==> src/rtl/rtc_lectura_secuenciador_pkg.sv <==
// Shared constants for the RTC read sequencer: RTC address table, local
// register indices and the sequencer state encoding.
package rtc_lectura_secuenciador_pkg;

  localparam int N_REGS = 10;

  // Local indices as seen by the downstream distribution logic.
  localparam logic [3:0] IDX_SEG_HORA   = 4'd0;
  localparam logic [3:0] IDX_MIN_HORA   = 4'd1;
  localparam logic [3:0] IDX_HORA_HORA  = 4'd2;
  localparam logic [3:0] IDX_DIA_FECHA  = 4'd3;
  localparam logic [3:0] IDX_MES_FECHA  = 4'd4;
  localparam logic [3:0] IDX_ANIO_FECHA = 4'd5;
  localparam logic [3:0] IDX_DIA_SEMANA = 4'd6;
  localparam logic [3:0] IDX_SEG_TIMER  = 4'd7;
  localparam logic [3:0] IDX_MIN_TIMER  = 4'd8;
  localparam logic [3:0] IDX_HORA_TIMER = 4'd9;
  localparam logic [3:0] IDX_NINGUNO    = 4'hF;

  // RTC bus address for each local index: time, date, weekday, timer.
  localparam logic [7:0] RTC_ADDR [N_REGS] = '{
    8'h21, 8'h22, 8'h23, 8'h24, 8'h25, 8'h26, 8'h27,
    8'h41, 8'h42, 8'h43
  };

  typedef enum logic [3:0] {
    ST_IDLE      = 4'd0,
    ST_ADDR_SET  = 4'd1,
    ST_ADDR_WR   = 4'd2,
    ST_ADDR_HOLD = 4'd3,
    ST_DATA_SET  = 4'd4,
    ST_DATA_RD   = 4'd5,
    ST_DATA_END  = 4'd6,
    ST_PUBLICA   = 4'd7,
    ST_FIN       = 4'd8
  } estado_t;

  // Table lookup; indices outside the table map to address 0.
  function automatic logic [7:0] rtc_addr(input logic [3:0] idx);
    logic [7:0] r;
    r = 8'h00;
    for (int k = 0; k < N_REGS; k++) begin
      if (idx == 4'(k)) r = RTC_ADDR[k];
    end
    return r;
  endfunction

endpackage

==> src/rtl/rtc_lectura_secuenciador_fase.sv <==
// Bus phase timer: counts T_FASE cycles while enabled and pulses fin_fase
// on the last cycle of each phase. Held at zero while disabled, and wraps
// to zero on every phase change.
module rtc_fase_contador #(
  parameter int T_FASE = 10
) (
  input  logic clk,
  input  logic reset,
  input  logic i_habilita,
  output logic o_fin_fase
);

  logic [7:0] r_cnt;
  logic       w_fin;

  assign w_fin      = i_habilita && (r_cnt == 8'(T_FASE - 1));
  assign o_fin_fase = w_fin;

  // Phase counter: restart at every phase boundary or when not in a bus phase.
  always_ff @(posedge clk or negedge reset) begin
    if (!reset) begin
      r_cnt <= 8'd0;
    end else if (!i_habilita || w_fin) begin
      r_cnt <= 8'd0;
    end else begin
      r_cnt <= r_cnt + 8'd1;
    end
  end

endmodule

==> src/rtl/rtc_lectura_secuenciador.sv <==
// RTC read sequencer. A start pulse sweeps the ten RTC registers over the
// multiplexed AD bus and publishes each byte with its local index.
//
// Output handshake: out_dato_valid is a one-cycle strobe with no
// back-pressure. out_addr_mem_local and out_dato_rtc qualify only while it
// is high; otherwise the index is parked at 4'hF and the byte holds the
// last published value. out_done strobes once, one cycle after the last
// publish. in_start is accepted only in IDLE; anything else is dropped.
//
// Bus outputs are decoded from the state register alone, so the async
// reset releases every strobe in the same cycle it is applied.
module rtc_lectura_secuenciador
  import rtc_lectura_secuenciador_pkg::*;
#(
  parameter int T_FASE = 10
) (
  input  logic       clk,
  input  logic       reset,
  input  logic       in_start,
  input  logic [7:0] in_bus_dato,
  output logic [7:0] out_bus_dato,
  output logic       out_bus_oe,
  output logic       out_cs_n,
  output logic       out_ad_n,
  output logic       out_wr_n,
  output logic       out_rd_n,
  output logic [3:0] out_addr_mem_local,
  output logic [7:0] out_dato_rtc,
  output logic       out_dato_valid,
  output logic       out_busy,
  output logic       out_done,
  output logic [3:0] out_dbg_estado
);

  estado_t    r_estado;
  estado_t    w_sig_estado;
  logic [3:0] r_idx;
  logic [7:0] r_dato_hold;
  logic [7:0] r_dato_rtc;
  logic       w_en_fase;
  logic       w_fin_fase;

  assign w_en_fase = (r_estado == ST_ADDR_SET)  || (r_estado == ST_ADDR_WR) ||
                     (r_estado == ST_ADDR_HOLD) || (r_estado == ST_DATA_SET) ||
                     (r_estado == ST_DATA_RD)   || (r_estado == ST_DATA_END);

  rtc_fase_contador #(.T_FASE(T_FASE)) u_fase (
    .clk        (clk),
    .reset      (reset),
    .i_habilita (w_en_fase),
    .o_fin_fase (w_fin_fase)
  );

  assign out_dato_rtc   = r_dato_rtc;
  assign out_dbg_estado = r_estado;

  // State register.
  always_ff @(posedge clk or negedge reset) begin
    if (!reset) r_estado <= ST_IDLE;
    else        r_estado <= w_sig_estado;
  end

  // Register index, bus sample on the last read cycle, and the published byte
  // (moved from the holding register so it changes only at publish time).
  always_ff @(posedge clk or negedge reset) begin
    if (!reset) begin
      r_idx       <= IDX_SEG_HORA;
      r_dato_hold <= 8'h00;
      r_dato_rtc  <= 8'h00;
    end else begin
      if (r_estado == ST_IDLE && in_start) r_idx <= IDX_SEG_HORA;
      if (r_estado == ST_PUBLICA && r_idx != IDX_HORA_TIMER) r_idx <= r_idx + 4'd1;
      if (r_estado == ST_DATA_RD && w_fin_fase) r_dato_hold <= in_bus_dato;
      if (r_estado == ST_DATA_END && w_fin_fase) r_dato_rtc <= r_dato_hold;
    end
  end

  // Next state and bus/status decode. cs stays low across all six bus phases
  // and is released when DATA_END completes.
  always_comb begin
    w_sig_estado       = r_estado;
    out_cs_n           = 1'b1;
    out_ad_n           = 1'b1;
    out_wr_n           = 1'b1;
    out_rd_n           = 1'b1;
    out_bus_oe         = 1'b0;
    out_bus_dato       = 8'h00;
    out_addr_mem_local = IDX_NINGUNO;
    out_dato_valid     = 1'b0;
    out_busy           = 1'b1;
    out_done           = 1'b0;
    case (r_estado)
      ST_IDLE: begin
        out_busy = 1'b0;
        if (in_start) w_sig_estado = ST_ADDR_SET;
      end
      ST_ADDR_SET: begin
        out_cs_n     = 1'b0;
        out_ad_n     = 1'b0;
        out_bus_oe   = 1'b1;
        out_bus_dato = rtc_addr(r_idx);
        if (w_fin_fase) w_sig_estado = ST_ADDR_WR;
      end
      ST_ADDR_WR: begin
        out_cs_n     = 1'b0;
        out_ad_n     = 1'b0;
        out_wr_n     = 1'b0;
        out_bus_oe   = 1'b1;
        out_bus_dato = rtc_addr(r_idx);
        if (w_fin_fase) w_sig_estado = ST_ADDR_HOLD;
      end
      ST_ADDR_HOLD: begin
        out_cs_n     = 1'b0;
        out_ad_n     = 1'b0;
        out_bus_oe   = 1'b1;
        out_bus_dato = rtc_addr(r_idx);
        if (w_fin_fase) w_sig_estado = ST_DATA_SET;
      end
      ST_DATA_SET: begin
        out_cs_n = 1'b0;
        if (w_fin_fase) w_sig_estado = ST_DATA_RD;
      end
      ST_DATA_RD: begin
        out_cs_n = 1'b0;
        out_rd_n = 1'b0;
        if (w_fin_fase) w_sig_estado = ST_DATA_END;
      end
      ST_DATA_END: begin
        out_cs_n = 1'b0;
        if (w_fin_fase) w_sig_estado = ST_PUBLICA;
      end
      ST_PUBLICA: begin
        out_addr_mem_local = r_idx;
        out_dato_valid     = 1'b1;
        w_sig_estado       = (r_idx == IDX_HORA_TIMER) ? ST_FIN : ST_ADDR_SET;
      end
      ST_FIN: begin
        out_busy     = 1'b0;
        out_done     = 1'b1;
        w_sig_estado = ST_IDLE;
      end
      default: begin
        out_busy     = 1'b0;
        w_sig_estado = ST_IDLE;
      end
    endcase
  end

endmodule

==> config.mk <==
export PLATFORM = sky130hd
export DESIGN_NAME = rtc_lectura_secuenciador
export DESIGN_NICKNAME = d
export VERILOG_FILES = /design/src/rtl/rtc_lectura_secuenciador_pkg.sv /design/src/rtl/rtc_lectura_secuenciador_fase.sv /design/src/rtl/rtc_lectura_secuenciador.sv
export SDC_FILE = /design/constraint.sdc
export NUM_CORES = 1
export LEC_CHECK = 0
export BUFFER_PORTS_ARGS = -buffer_cell sky130_fd_sc_hd__buf_2
export CORE_ASPECT_RATIO = 1.4
export CORE_MARGIN = 1.5
export CORE_UTILIZATION = 52
export DETAILED_ROUTE_END_ITERATION = 7
export PLACE_DENSITY = 0.81
export SLEW_MARGIN = 5
export SYNTH_ARGS = -nofsm -noshare
export SYNTH_HDL_FRONTEND = slang
export SYNTH_SLANG_ARGS = --single-unit
==> constraint.sdc <==
create_clock -name clk -period 2.29 [get_ports clk]
set_input_delay 0.3435 -clock clk [delete_from_list [all_inputs] [get_ports clk]]
set_output_delay 0.3435 -clock clk [all_outputs]
set_load 0.05 [all_outputs]
[After elaboration in Yosys (flattened, before gate mapping)]
Cells that the tools add are included.
Word-level totals
  bits in registers: 32
  input bits: 11
  output and inout bits: 32
  logic and storage cells: 84
Cells by class
  $add $sub $neg: 2
  equality and inequality tests: 26
  multiplexer cells: 32
  reductions and logical operators: 19
Operators by type and width (number)
  8-bit 2-to-1 mux: 11
  4-bit 2-to-1 mux: 11
  4-bit by 3-bit == test with 1-bit output (second input constant): 8
  4-bit one-hot mux with 8 select lines: 1
  4-bit by 2-bit == test with 1-bit output (second input constant): 4
  4-bit == test (second input constant): 3
  2-bit by 1-bit inequality test with 1-bit output (second input constant): 6
  8-bit by 1-bit adder with 8-bit output (second input constant): 1
  4-bit by 1-bit == test with 1-bit output (second input constant): 2
  8-bit by 4-bit == test with 1-bit output (second input constant): 1
  4-bit zero test: 2
  1-bit 2-to-1 mux: 8
  7-bit AND reduction: 1
  7-bit OR reduction: 1
  1-bit logical OR: 6
  6-bit 2-to-1 mux: 1
  6-bit OR reduction: 1
  1-bit logical AND: 5
  4-bit by 1-bit adder with 4-bit output (second input constant): 1
  4-bit inequality test (second input constant): 1
  3-bit OR reduction: 1
  2-bit inequality test (second input constant): 1
  2-bit nonzero test: 1
  1-bit zero test: 1

[Depth between registers and ports, before layout]
  depth in word-level cells: 12
  depth in mapped cells: 7
  depth with buffers taken out: 6

[By module]
A second synthesis with hierarchy kept.
Second synthesis, totals
  cells, all modules: 169
  area total of the unflattened synthesis: 1760.4 um^2
By module, submodules not included
  rtc_lectura_secuenciador: instances 1, cells an instance 129, area each 1362.6 um^2, sequential area each 600.6 um^2
  rtc_fase_contador: instances 1, cells an instance 40, area each 397.9 um^2, sequential area each 200.2 um^2

[Worst setup path after synthesis]
No wires, ideal clock.
  path kind: reg-to-output
  start: register r_estado[0], in the netlist out_dbg_estado[0]
  end: output port out_bus_dato[5]
  arrival: 3.203 ns
  required time: 1.947 ns
  path slack: -1.257 ns
  stages on the path, launching flop included: 4
  buffers on the path: 1
  cells stage by stage: dfrtp_1 > clkbuf_1 > o21ai_1 > nor4b_1
On the way
  cells in the longest elaborated chain, start to end: 3
  elaborated cells on any way between the ends: 5
  classes of those cells: eq/ne: 3; mux: 1; reduce/logical: 1
Ends and longest elaborated chain
  start, declared: RTL line rtc_lectura_secuenciador.sv:35  | estado_t r_estado;
  start signal, assigned: RTL line rtc_lectura_secuenciador.sv:60  | else r_estado <= w_sig_estado;
  4-bit by 1-bit == test with 1-bit output or 4-bit by 2-bit == test with 1-bit output (tied branches): RTL line rtc_lectura_secuenciador.sv:92  | case (r_estado)
  3-bit OR reduction (no line) *
  8-bit 2-to-1 mux *
  end, declared: RTL line rtc_lectura_secuenciador.sv:21  | output logic [7:0] out_bus_dato,
Every way passes the cells marked *; elsewhere a longest branch is shown, timed or not.

[Worst setup path in the final report]
  start: register r_idx[1]
  end: output port out_bus_dato[6]
On the way
  cells in the longest elaborated chain, start to end: 10
  elaborated cells on any way between the ends: 17
  classes of those cells: eq/ne: 8; mux: 9
Ends and longest elaborated chain
  start, declared: RTL line rtc_lectura_secuenciador.sv:37  | logic [3:0] r_idx;
  start signal, assigned: RTL line rtc_lectura_secuenciador.sv:72  | if (r_estado == ST_PUBLICA && r_idx != IDX_HORA_TIMER) r_idx <= r_idx + 4'd1;
  4-bit by 2-bit == test with 1-bit output: RTL line rtc_lectura_secuenciador_pkg.sv:43  | if (idx == 4'(k)) r = RTC_ADDR[k];
  8-bit 2-to-1 mux (7 in a row): RTL line rtc_lectura_secuenciador_pkg.sv:43
  8-bit 2-to-1 mux *: RTL line rtc_lectura_secuenciador_pkg.sv:43
  8-bit 2-to-1 mux *
Marks and branches as above.

==> flow_summary.json <==
{
  "grt_max_degree": 33,
  "drt_iter0_markers": 24,
  "clk_latency_ns": 0.28,
  "synthToLayoutAreaGrowth_pct": 26.1,
  "cts-root-buf": "clkbuf_8",
  "initial_core_util_pct": 55.9,
  "drt-wirelength-per-cell_microns": 14.1,
  "synth_ff_type": "dfrtp_1",
  "netlist_top_cells_area": "dfrtp_1 (49%), mux2_2 (11%), ha_1 (4.6%), nand2_1 (3.4%), nor2_1 (3.4%)",
  "htree_levels": 2,
  "skew_ns": 0.00415,
  "ys_seq_area_share_pct": 48.8,
  "place_congestion": 0.846,
  "avgSynthCellArea_sq_um": 10.5,
  "cp.required_ns": 1.95,
  "rows": 23,
  "cp_max_fo": 5,
  "via_per_inst": 5.41,
  "clk_pin_slew_worst_paths_ns": 0.06,
  "drc_errors": 0,
  "final_cell_area_sq_um": 2070,
  "final_util_pct": 70.5,
  "async_reset_ff_share_pct": 100,
  "power_uw": 1780,
  "dp_hpwl_microns": 2460,
  "synth_enable_flop_cells": 0,
  "ir_drop_mv": 0.620,
  "power_density_nw_per_um2": 859,
  "netlist_top_cells_count": "dfrtp_1 (32), mux2_2 (16), nand2_1 (15), nor2_1 (15), nand3_1 (7)",
  "worstHoldPathType": "primary input to asynchronous set/reset pin",
  "portBuffers": 39,
  "cts_tree": "done",
  "fp.coreArea_sq_um": 2940,
  "pin_count": 43,
  "crit_family": "flip-flops",
  "cp.arrival_ns": 1.86,
  "fmax_mhz": 454,
  "crit_chain": "inv_1 > ha_2 > nor2_1 > or3_1 > a21oi_1 > clkbuf_4",
  "synth_top_area_share_pct": 48.8,
  "totalWireLength_microns": 3340,
  "worst_setup_path_start_kind": "flip-flop",
  "nNetsFinal": 215,
  "antenna_cells": 0,
  "cts_buffers": 5,
  "syn_area_sq_um": 1640,
  "firstDrtPassIters": 4,
  "slew_viol_final": 0,
  "drv_cap": 0,
  "die_h_microns": 69.5,
  "tightest_slew_ns": 0.682,
  "grt_use_total_pct": 22.3,
  "ys_ff_latch": 32,
  "synth.most_common_cell": "dfrtp_1",
  "dieArea_sq_um": 3510,
  "finalCriticalPeriod_ns": 2.20,
  "slew_headroom_pct": 54.5,
  "overflow": 0,
  "first_global_vias": 1336,
  "drtAntennaViolNets": 0,
  "fin_crit_sh_pct": 96.2,
  "crit_slowest_cell": "dfrtp_1",
  "clkSinkCount": 32,
  "cts_hold_buf": 0,
  "syn_inst": 156,
  "yosysWarnings": 0,
  "crit_type": "flip-flop to primary output",
  "critPathCaptureType": "primary output",
  "outcome": "finished clean",
  "cp_slowest_stage_delay_ns": 0.43,
  "synth_cell_types": 39,
  "setup_viol": 0,
  "vias": 1277,
  "hold_viol_final": 0,
  "num-fill-cells": 254,
  "die_w_microns": 50.5,
  "cts_buffer_depth": 2,
  "leakagePower_uw": 0.000973,
  "grt_pass1_wl_microns": 5930,
  "cp_num_buf_inv": 2,
  "placed_cell_area_sq_um": 1910,
  "grt_antenna_before_repair": 0,
  "yosys.area.top_type": "dfrtp_1",
  "drive_above_1_share_pct": 43.7
}
-- routing by layer --
layer / global-route usage [%] / wire [microns] / up-vias
met5: 0 / 0 / -
met2: 38.2 / 1830 / 29
met4: 10.2 / 49 / 0
met1: 25.8 / 1340 / 627
li1: - / - / 615
met3: 5.39 / 118 / 6
-- metrics by stage --
| step | TNS, ns | worst slack (ns) | std cells | hold slack [ns] |
|---|---|---|---|---|
| 4_1_cts | 0 | 0.0188 | 236 | 0.119 |
| 2_1_floorplan | -0.707 | -0.211 | 158 | 0.0479 |
| 3_5_place_dp | 0 | 0.282 | 228 | 0.424 |
| 6_report | 0 | 0.0861 | 236 | 0.0963 |
| 5_1_grt | -0.00195 | -0.00195 | 236 | 0.156 |
| 3_3_place_gp | 0 | 0.301 | 228 | 0.410 |
-- report_power, final --
| group | internal (uW) | switching, uW | total (uW) |
|---|---|---|---|
| clock network | 383 | 198 | 581 |
| registers | 598 | 54.4 | 652 |
| logic | 152 | 394 | 546 |
| total | 1130 | 646 | 1780 |
-- logic make-up (layout without fill, tap and decap cells) --
| logic type | count (synthesis) | after routing | share of synthesized area, % |
|---|---|---|---|
| XOR/XNOR | 6 | 6 | 3.20 |
| buffers and inverters | 14 | 55 | 3.96 |
| other | 1 | 3 | 0.228 |
| AO/OA/AOI/OAI | 19 | 19 | 8.16 |
| multiplexers | 16 | 16 | 11.0 |
| adder cells (fa/ha/maj) | 6 | 6 | 4.57 |
| AND/OR/NAND/NOR | 62 | 62 | 20.1 |
| flip-flops | 32 | 32 | 48.8 |
-- area by class of cell --
type | count | area (sq um) | share of cell area (%)
multi-input cells | 112 | 856 | 41.3
flip-flops and latches | 32 | 802 | 38.7
repair buffers | 40 | 213 | 10.3
clock buffers | 7 | 96.3 | 4.65
well taps | 37 | 46.3 | 2.24
clock inverters | 1 | 30.0 | 1.45
inverters | 7 | 27.5 | 1.33
-- worst paths after layout --
path                                 start                 to  slack (ns)  cells after the start
setup / recovery                  r_idx[1]    out_bus_dato[6]        0.09                      6
max in group asynchronous            reset  out_dbg_estado[1]        1.72                      1
setup reg to reg           u_fase.r_cnt[2]    out_dato_rtc[3]        0.26                      4
hold reg to reg             r_dato_hold[5]     r_dato_hold[5]        0.50                      1
min in group clk            in_bus_dato[2]     r_dato_hold[2]        0.29                      2
hold / removal                       reset    u_fase.r_cnt[2]         0.1                      1
-- registers in the layout (all words and copies together) (netlist names) --
register / flops
out_dbg_estado: 4
u_fase.r_cnt: 8
r_dato_hold: 8
out_dato_rtc: 8
r_idx: 4
-- placed cells by master, fill, tap and decap left out, drive strengths merged --
cell | netlist | final
buf | 4 | 38
dfrtp | 32 | 32
mux2 | 16 | 16
nor2 | 15 | 15
nand2 | 15 | 15
clkbuf | 3 | 9
nand3 | 9 | 9
inv | 6 | 6
ha | 6 | 6
nor2b | 5 | 5
or3 | 4 | 4
xnor2 | 4 | 4
a21oi | 4 | 4
o21ai | 4 | 4
conb | 1 | 3
nor3 | 3 | 3
nand2b | 3 | 3
xor2 | 2 | 2
nor4 | 2 | 2
o21bai | 2 | 2
a32o | 2 | 2
clkinv | 1 | 1
or4 | 1 | 1
or2 | 1 | 1
nor4b | 1 | 1
a211oi | 1 | 1
a21o | 1 | 1
nand3b | 1 | 1
and3 | 1 | 1
a32oi | 1 | 1
a31oi | 1 | 1
o221ai | 1 | 1
o221a | 1 | 1
or3b | 1 | 1
o2bb2ai | 1 | 1
bufinv | 0 | 1
-- repair_timing --
item,4_1_cts,5_1_grt
setup endpoints to repair,0,5
setup buffers,0,0
resized for setup,0,13
(Power assumes the default switching activity.)
